===== src/rtl/da_wave_gen.sv =====
// Phase-accumulator DAC waveform source: square/saw/triangle/sine, scaled, at sys_clk/CLK_DIV.
// Define DA_WAVE_SINE_EN to build the sine quarter-wave table; otherwise wave 3 yields midscale.
module da_wave_gen #(
  parameter int unsigned CLK_DIV = 4,
  parameter int unsigned PHASE_W = 32
) (
  input  logic               sys_clk,
  input  logic               sys_rst_n,
  input  logic               enable,
  input  logic               cfg_valid,
  output logic               cfg_ready,
  input  logic [PHASE_W-1:0] cfg_freq,
  input  logic [1:0]         cfg_wave,
  input  logic [7:0]         cfg_amp,
  output logic               da_clk,
  output logic [7:0]         da_data
);

  localparam int unsigned     CntW    = $clog2(CLK_DIV);
  localparam logic [CntW-1:0] CntMax  = CntW'(CLK_DIV - 1);
  localparam logic [CntW-1:0] CntHalf = CntW'(CLK_DIV / 2);

  logic [CntW-1:0]    cnt_q, cnt_d;
  logic               da_clk_q, da_clk_d;
  logic [PHASE_W-1:0] acc_q, acc_d;
  logic [PHASE_W-1:0] freq_q, freq_d, sh_freq_q, sh_freq_d;
  logic [1:0]         wave_q, wave_d, sh_wave_q, sh_wave_d;
  logic [7:0]         amp_q, amp_d, sh_amp_q, sh_amp_d;
  logic               pending_q, pending_d;
  logic               tick_q, scale_en_q;
  logic [7:0]         raw_q, raw_d, scaled_q, scaled_d, da_data_q, da_data_d;

  logic               tick;
  logic [7:0]         p;
  logic [7:0]         raw_val, sine_val, scaled_val;
  logic signed [18:0] s_ext, g_ext, prod;
  logic               unused_prod;

  assign tick      = (cnt_q == CntMax);
  assign p         = acc_q[PHASE_W-1 -: 8];
  assign cfg_ready = !pending_q;
  assign da_clk    = da_clk_q;
  assign da_data   = da_data_q;

`ifdef DA_WAVE_SINE_EN
  // First quadrant of round-half-up(127.5 + 127.5*sin(2*pi*k/256)), k = 0..64.
  function automatic logic [7:0] sine_quarter(input logic [6:0] k);
    logic [7:0] q;
    q = 8'd255;
    case (k)
      7'd0:  q = 8'd128; 7'd1:  q = 8'd131; 7'd2:  q = 8'd134; 7'd3:  q = 8'd137;
      7'd4:  q = 8'd140; 7'd5:  q = 8'd143; 7'd6:  q = 8'd146; 7'd7:  q = 8'd149;
      7'd8:  q = 8'd152; 7'd9:  q = 8'd155; 7'd10: q = 8'd158; 7'd11: q = 8'd162;
      7'd12: q = 8'd165; 7'd13: q = 8'd167; 7'd14: q = 8'd170; 7'd15: q = 8'd173;
      7'd16: q = 8'd176; 7'd17: q = 8'd179; 7'd18: q = 8'd182; 7'd19: q = 8'd185;
      7'd20: q = 8'd188; 7'd21: q = 8'd190; 7'd22: q = 8'd193; 7'd23: q = 8'd196;
      7'd24: q = 8'd198; 7'd25: q = 8'd201; 7'd26: q = 8'd203; 7'd27: q = 8'd206;
      7'd28: q = 8'd208; 7'd29: q = 8'd211; 7'd30: q = 8'd213; 7'd31: q = 8'd215;
      7'd32: q = 8'd218; 7'd33: q = 8'd220; 7'd34: q = 8'd222; 7'd35: q = 8'd224;
      7'd36: q = 8'd226; 7'd37: q = 8'd228; 7'd38: q = 8'd230; 7'd39: q = 8'd232;
      7'd40: q = 8'd234; 7'd41: q = 8'd235; 7'd42: q = 8'd237; 7'd43: q = 8'd238;
      7'd44: q = 8'd240; 7'd45: q = 8'd241; 7'd46: q = 8'd243; 7'd47: q = 8'd244;
      7'd48: q = 8'd245; 7'd49: q = 8'd246; 7'd50: q = 8'd248; 7'd51: q = 8'd249;
      7'd52: q = 8'd250; 7'd53: q = 8'd250; 7'd54: q = 8'd251; 7'd55: q = 8'd252;
      7'd56: q = 8'd253; 7'd57: q = 8'd253; 7'd58: q = 8'd254; 7'd59: q = 8'd254;
      7'd60: q = 8'd254; default: q = 8'd255;
    endcase
    return q;
  endfunction

  logic [6:0] sine_idx;
  logic [7:0] sine_mag;

  // Negative half mirrors as 255-mag, except p=128 where sin is exactly zero.
  always_comb begin
    sine_idx = p[6] ? (7'd64 - {1'b0, p[5:0]}) : {1'b0, p[5:0]};
    sine_mag = sine_quarter(sine_idx);
    if (!p[7])              sine_val = sine_mag;
    else if (p[6:0] == '0)  sine_val = 8'h80;
    else                    sine_val = ~sine_mag;
  end
`else
  assign sine_val = 8'h80;
`endif

  always_comb begin
    raw_val = p;
    case (wave_q)
      2'd0:    raw_val = p[7] ? 8'h00 : 8'hFF;
      2'd1:    raw_val = p;
      2'd2:    raw_val = p[7] ? ~{p[6:0], 1'b0} : {p[6:0], 1'b0};
      default: raw_val = sine_val;
    endcase
  end

  // (raw-128)*(amp+1) >>> 8, then +128; the result always fits in 8 bits.
  assign s_ext       = $signed({{12{~raw_q[7]}}, raw_q[6:0]});
  assign g_ext       = $signed({10'b0, {1'b0, amp_q} + 9'd1});
  assign prod        = s_ext * g_ext;
  assign scaled_val  = {~prod[15], prod[14:8]};
  assign unused_prod = ^{prod[18:16], prod[7:0]};

  always_comb begin
    cnt_d     = tick ? '0 : cnt_q + CntW'(1);
    da_clk_d  = (cnt_d >= CntHalf);
    acc_d     = acc_q;
    freq_d    = freq_q;
    wave_d    = wave_q;
    amp_d     = amp_q;
    sh_freq_d = sh_freq_q;
    sh_wave_d = sh_wave_q;
    sh_amp_d  = sh_amp_q;
    pending_d = pending_q;
    da_data_d = da_data_q;

    if (tick) begin
      acc_d     = enable ? acc_q + freq_q : '0;
      da_data_d = enable ? scaled_q : 8'h80;
    end
    if (cfg_valid && !pending_q) begin
      sh_freq_d = cfg_freq;
      sh_wave_d = cfg_wave;
      sh_amp_d  = cfg_amp;
      pending_d = 1'b1;
    end
    // pending_q is only set after the accepting edge, so a same-edge tick does not apply.
    if (tick && pending_q) begin
      freq_d    = sh_freq_q;
      wave_d    = sh_wave_q;
      amp_d     = sh_amp_q;
      pending_d = 1'b0;
    end

    raw_d    = tick_q     ? raw_val    : raw_q;
    scaled_d = scale_en_q ? scaled_val : scaled_q;
  end

  always_ff @(posedge sys_clk or negedge sys_rst_n) begin
    if (!sys_rst_n) begin
      cnt_q      <= '0;
      da_clk_q   <= 1'b0;
      acc_q      <= '0;
      freq_q     <= '0;
      wave_q     <= 2'd1;
      amp_q      <= 8'hFF;
      sh_freq_q  <= '0;
      sh_wave_q  <= 2'd1;
      sh_amp_q   <= 8'hFF;
      pending_q  <= 1'b0;
      tick_q     <= 1'b0;
      scale_en_q <= 1'b0;
      raw_q      <= 8'h80;
      scaled_q   <= 8'h80;
      da_data_q  <= 8'h80;
    end else begin
      cnt_q      <= cnt_d;
      da_clk_q   <= da_clk_d;
      acc_q      <= acc_d;
      freq_q     <= freq_d;
      wave_q     <= wave_d;
      amp_q      <= amp_d;
      sh_freq_q  <= sh_freq_d;
      sh_wave_q  <= sh_wave_d;
      sh_amp_q   <= sh_amp_d;
      pending_q  <= pending_d;
      tick_q     <= tick;
      scale_en_q <= tick_q;
      raw_q      <= raw_d;
      scaled_q   <= scaled_d;
      da_data_q  <= da_data_d;
    end
  end

endmodule


===== config.mk =====
export PLATFORM = sky130hd
export DESIGN_NAME = da_wave_gen
export DESIGN_NICKNAME = d
export VERILOG_FILES = /design/src/rtl/da_wave_gen.sv
export SDC_FILE = /design/constraint.sdc
export NUM_CORES = 1
export LEC_CHECK = 0
export ABC_CLOCK_PERIOD_IN_PS = 8930
export CORE_MARGIN = 10
export CORE_UTILIZATION = 39
export CTS_CLUSTER_SIZE = 25
export DETAILED_ROUTE_END_ITERATION = 7
export GPL_ROUTABILITY_DRIVEN = 0
export PLACE_DENSITY_LB_ADDON = 0.25
export SLEW_MARGIN = 20
export SYNTH_ARGS = -nofsm -noshare
export SYNTH_HDL_FRONTEND = slang
export SYNTH_SLANG_ARGS = --single-unit

===== constraint.sdc =====
create_clock -name sys_clk -period 8.93 [get_ports sys_clk]
set_clock_uncertainty 0.05 [all_clocks]
set_input_delay 1.786 -clock sys_clk [delete_from_list [all_inputs] [get_ports sys_clk]]
set_output_delay 1.786 -clock sys_clk [all_outputs]
set_load 0.02 [all_outputs]

# Word-level counts from Yosys, hierarchy flattened

Index checks and enable logic that the tools add are counted.

Add/subtract/negate cells: 3
Multipliers: 1
Order comparisons: 1
Equality and inequality tests: 3
Muxes and demuxes: 8
Bitwise logic cells: 3
Reductions and logical operators: 5

Operator list:

| kind                                                                   | number |
|---|---|
| 32-bit adder                                                           | 1 |
| 32-bit 2-to-1 mux                                                      | 1 |
| 8-bit 2-to-1 mux                                                       | 3 |
| 8-bit case mux with 3 select lines                                     | 1 |
| 8-bit by 10-bit multiplier with 16-bit output                          | 1 |
| 8-bit by 1-bit adder with 9-bit output (second input constant)         | 1 |
| 8-bit inverter                                                         | 1 |
| 2-bit equality test (second input constant)                            | 2 |
| 2-bit by 1-bit adder with 2-bit output (second input constant)         | 1 |
| 2-bit by 1-bit equality test with 1-bit output (second input constant) | 1 |
| 2-bit >= comparator (second input constant)                            | 1 |
| 1-bit logical AND                                                      | 2 |
| 2-bit zero test                                                        | 1 |
| 1-bit 2-to-1 mux                                                       | 2 |
| 2-bit 2-to-1 mux                                                       | 1 |
| 1-bit inverter                                                         | 2 |
| 2-bit nonzero test                                                     | 1 |
| 1-bit zero test                                                        | 1 |

Flip-flop bits (word level): 146
Input bits: 46
Output and inout port bits: 10

# Logic depth before layout (Yosys ltp)

Depth after elaboration: 4
Gate-level depth with buffers: 21
Depth with buffers taken out: 21

# Worst setup path after synthesis

Ideal clock, no wire load.

Path kind: register to register
Start: register amp_q[0]
End: register scaled_q[6]
Arrival time: 5.309 ns
Data required time: 8.755 ns
Path slack: 3.447 ns
Cell stages (with the launch flop): 19
Path buffers: 0
Period minus slack after synthesis: 5.483 ns
Cells stage by stage: dfstp_2 -> ha_1 -> nand3_1 -> nor2_1 -> xor2_1 -> nand2_1 -> fa_1 -> fa_1 -> inv_1 -> fa_1 -> fa_1 -> ha_1 -> o21a_1 -> a2111oi_0 -> nor3_1 -> or3_1 -> a21oi_1 -> xnor2_1 -> mux2_2

Word-level cells in the longest chain between the ends: 2

Ends and longest elaborated chain:

| what                                          | RTL line | text |
|---|---|---|
| start: declaration                            | 28       | `logic [7:0] amp_q, amp_d, sh_amp_q, sh_amp_d;` |
| start signal: assignment                      | 161      | `amp_q <= amp_d;` |
| 8-bit by 1-bit adder with 9-bit output        | 98       | `assign g_ext = $signed({10'b0, {1'b0, amp_q} + 9'd1});` |
| 8-bit by 10-bit multiplier with 16-bit output | 99       | `assign prod = s_ext * g_ext;` |
| end signal: assignment                        | 169      | `scaled_q <= scaled_d;` |
| end: declaration                              | 31       | `logic [7:0] raw_q, raw_d, scaled_q, scaled_d, da_data_q, da_data_d;` |

Every way passes these cells.
A chain may end at the register's enable or synchronous reset.

# Worst setup path after layout

Same ends and word-level chain as after synthesis.

==> reports/metrics.cfg <==
[sta]
maxSlewHeadroom_pct=34.2
final-setup-viol-count=0
worst_slew_pin_slew_ns=0.981
finalSetupTns_ns=0
finalHoldViolations=0
finalCriticalPeriod_ns=6.03
maxSlewViolCount=0
fin_ws_ns=2.90
finalCritPeriodShare_pct=67.5
max_freq_mhz=166
rsz0062_at_grt=false

[critical_path]
worstPathRequired_ns=9.18
cp-end-kind=register
crit_fanout=10
path_class=register to register
start_kind=register
r2r_slack_ns=2.90
arrival_ns=6.28

[yosys]
syn_nets=1046
ys_seq_elements=145
postSynthAreaPerCell_um2=10.7
synthCells=889
mappedNetlistArea_um2=9510
synth-main-ff-cell=dfrtp_1
yosys_warnings=0
yosysUniqueCellTypes=62
yosysSeqAreaShare_pct=38.4
synthArstFlopShare_pct=100
synth-edff-count=0

[drt]
drt_iter0_drc=350
vias_per_cell=5.11
wl_met2_um=9540
wl_per_cell_um=15.1
maxUsedRoutingLayer=met4
antenna_left=0
first_pass_iters=4
wl_met3_um=486
dr_total_vias=6474
drc=0
wl_um=19100
wl_met1_um=8890

[power]
max-vdd-ir-drop_mv=0.301
leakagePower_nw=5.02
p_total_mw=4.73
powerDensity_nw_per_um2=433

[die]
die_w_um=176
floorplan.core_area_um2=24200
row_count=57
start_util_pct=39.3
top_level_ports=56
fp.dieArea_um2=31000
fp.dieH_um=176

[placement]
place_ws_ns=2.86
placed_area_um2=10400
hpwl_um=14100
numPortBuffers=55

[final_layout]
nNetsFinal=1089
final_common_cell=dfrtp_1
layout.core_utilization_pct=45.2
final_area_um2=10900
num_antenna_cells=0
area_growth_pct=14.9
mostFrequentLayoutCells=dfrtp_1 (124), mux2_2 (91), inv_1 (82)
drive_above_1_share_pct=16.6

[cts]
root_buffer=clkbuf_16
cts.sinks=145
insertion_delay_ns=0.42
cts_hold_buf=0
cts_setup_buffers=0
cts_tree=done
clk_pin_slew_ns=0.06
htree_num_levels=4
cts_buffer_depth=2
ctsResizeCount=0
numCtsBuffers=17

[worst_hold_path]
holdCritPathClass=register to register

[grt]
grt_pass1_vias=6967
grt-ovfl-total=0
grt_usage_pct=13.0
grt_max_degree=101
antenna_found_initial=0
grt_pass1_wl_um=33500

[job]
cap_violations=0

[status]
status=completed

synth_stat cells, types with 3 or more instances:
master,instances,area [um^2]
a2111oi_0,3,26.3
a211o_1,7,61.3
a211oi_1,5,37.5
a21o_1,16,120
a21oi_1,42,210
a22o_1,20,175
a31oi_1,4,25.0
a32o_1,3,30.0
and2_1,33,206
and3_1,7,43.8
buf_1,6,22.5
clkbuf_1,28,105
dfrtp_1,124,3100
dfstp_2,21,552
fa_1,42,841
ha_1,69,863
inv_1,83,312
mux2_2,91,1020
nand2_1,43,161
nand2b_1,8,50.1
nand3_1,22,110
nand4_1,7,43.8
nor2_1,37,139
nor2b_1,23,144
nor3_1,5,25.0
o211ai_1,3,22.5
o21a_1,6,45.0
o21ai_0,30,150
o21bai_1,5,37.5
o31ai_1,4,30.0
or3_1,6,37.5
xnor2_1,31,272
xor2_1,17,149
worst paths after layout:
kind / start / end / cells past startpoint
worst max-delay path: amp_q[0] / scaled_q[6] / 18
worst min-delay path: cnt_q[0] / cnt_q[0] / 1
worst max register to register: amp_q[0] / scaled_q[6] / 18
worst min register to register: cnt_q[0] / cnt_q[0] / 1
max in group asynchronous: sys_rst_n / wave_q[1] / 2
min in group asynchronous: sys_rst_n / sh_freq_q[12] / 1
worst max-delay path, stage by stage, from the launching register on:
cell and delay [ns]:
dfstp_2 0.61, ha_1 0.21, nand3_1 0.14, nor2_1 0.15, xor2_1 0.46, nand2_1 0.15
fa_1 0.50, fa_1 0.51, inv_1 0.05, fa_1 0.46, fa_1 0.49, ha_1 0.30
o21a_1 0.11, a2111oi_0 0.63, nor3_1 0.17, or3_1 0.42, a21oi_1 0.19, xnor2_1 0.08
mux2_2 0.25
sequential cells by signal, indices dropped and copies added (netlist names), 8 cells and up:
register   count
sh_freq_q     32
raw_q          8
freq_q        32
sh_amp_q       8
scaled_q       8
da_data        8
acc_q         32
amp_q          8
metrics by stage:
step / hold slack, ns / cells
global route: 0.400 / 1267
floorplan: 0.302 / 889
CTS: 0.377 / 1267
finish: 0.376 / 1267
global placement: 0.365 / 1237
detailed placement: 0.369 / 1237
where the power goes:
group          internal (mW)  switching (mW)
Clock                  0.405           0.270
Combinational           1.45            1.51
Sequential             0.905           0.186
cell type report:
| class | instances | area, um^2 |
|---|---|---|
| inverters | 84 | 315 |
| repair buffers | 59 | 582 |
| clock buffers | 19 | 433 |
| well taps | 324 | 405 |
| fillers | 2328 | 13300 |
| multi-input cells | 625 | 5420 |
| flip-flops and latches | 145 | 3650 |
| clock inverters | 11 | 118 |
layer usage:
metal  vias up  GRT usage, %
met5         -             0
met3        10          2.63
li1       3168             -
met4         0          3.50
met2        73          22.2
met1      3223          16.4
cells by family (layout without fill, tap and decap cells):
logic type	count (synthesis)	after routing	synth area share [%]
buf+inv	119	173	4.78
simple gates	205	205	11.3
xor+xnor	48	48	4.42
compound gates	170	170	12.4
mux	91	91	10.8
fa+ha+maj	111	111	17.9
flops	145	145	38.4
Note: power is estimated with default switching activity, not from simulation.
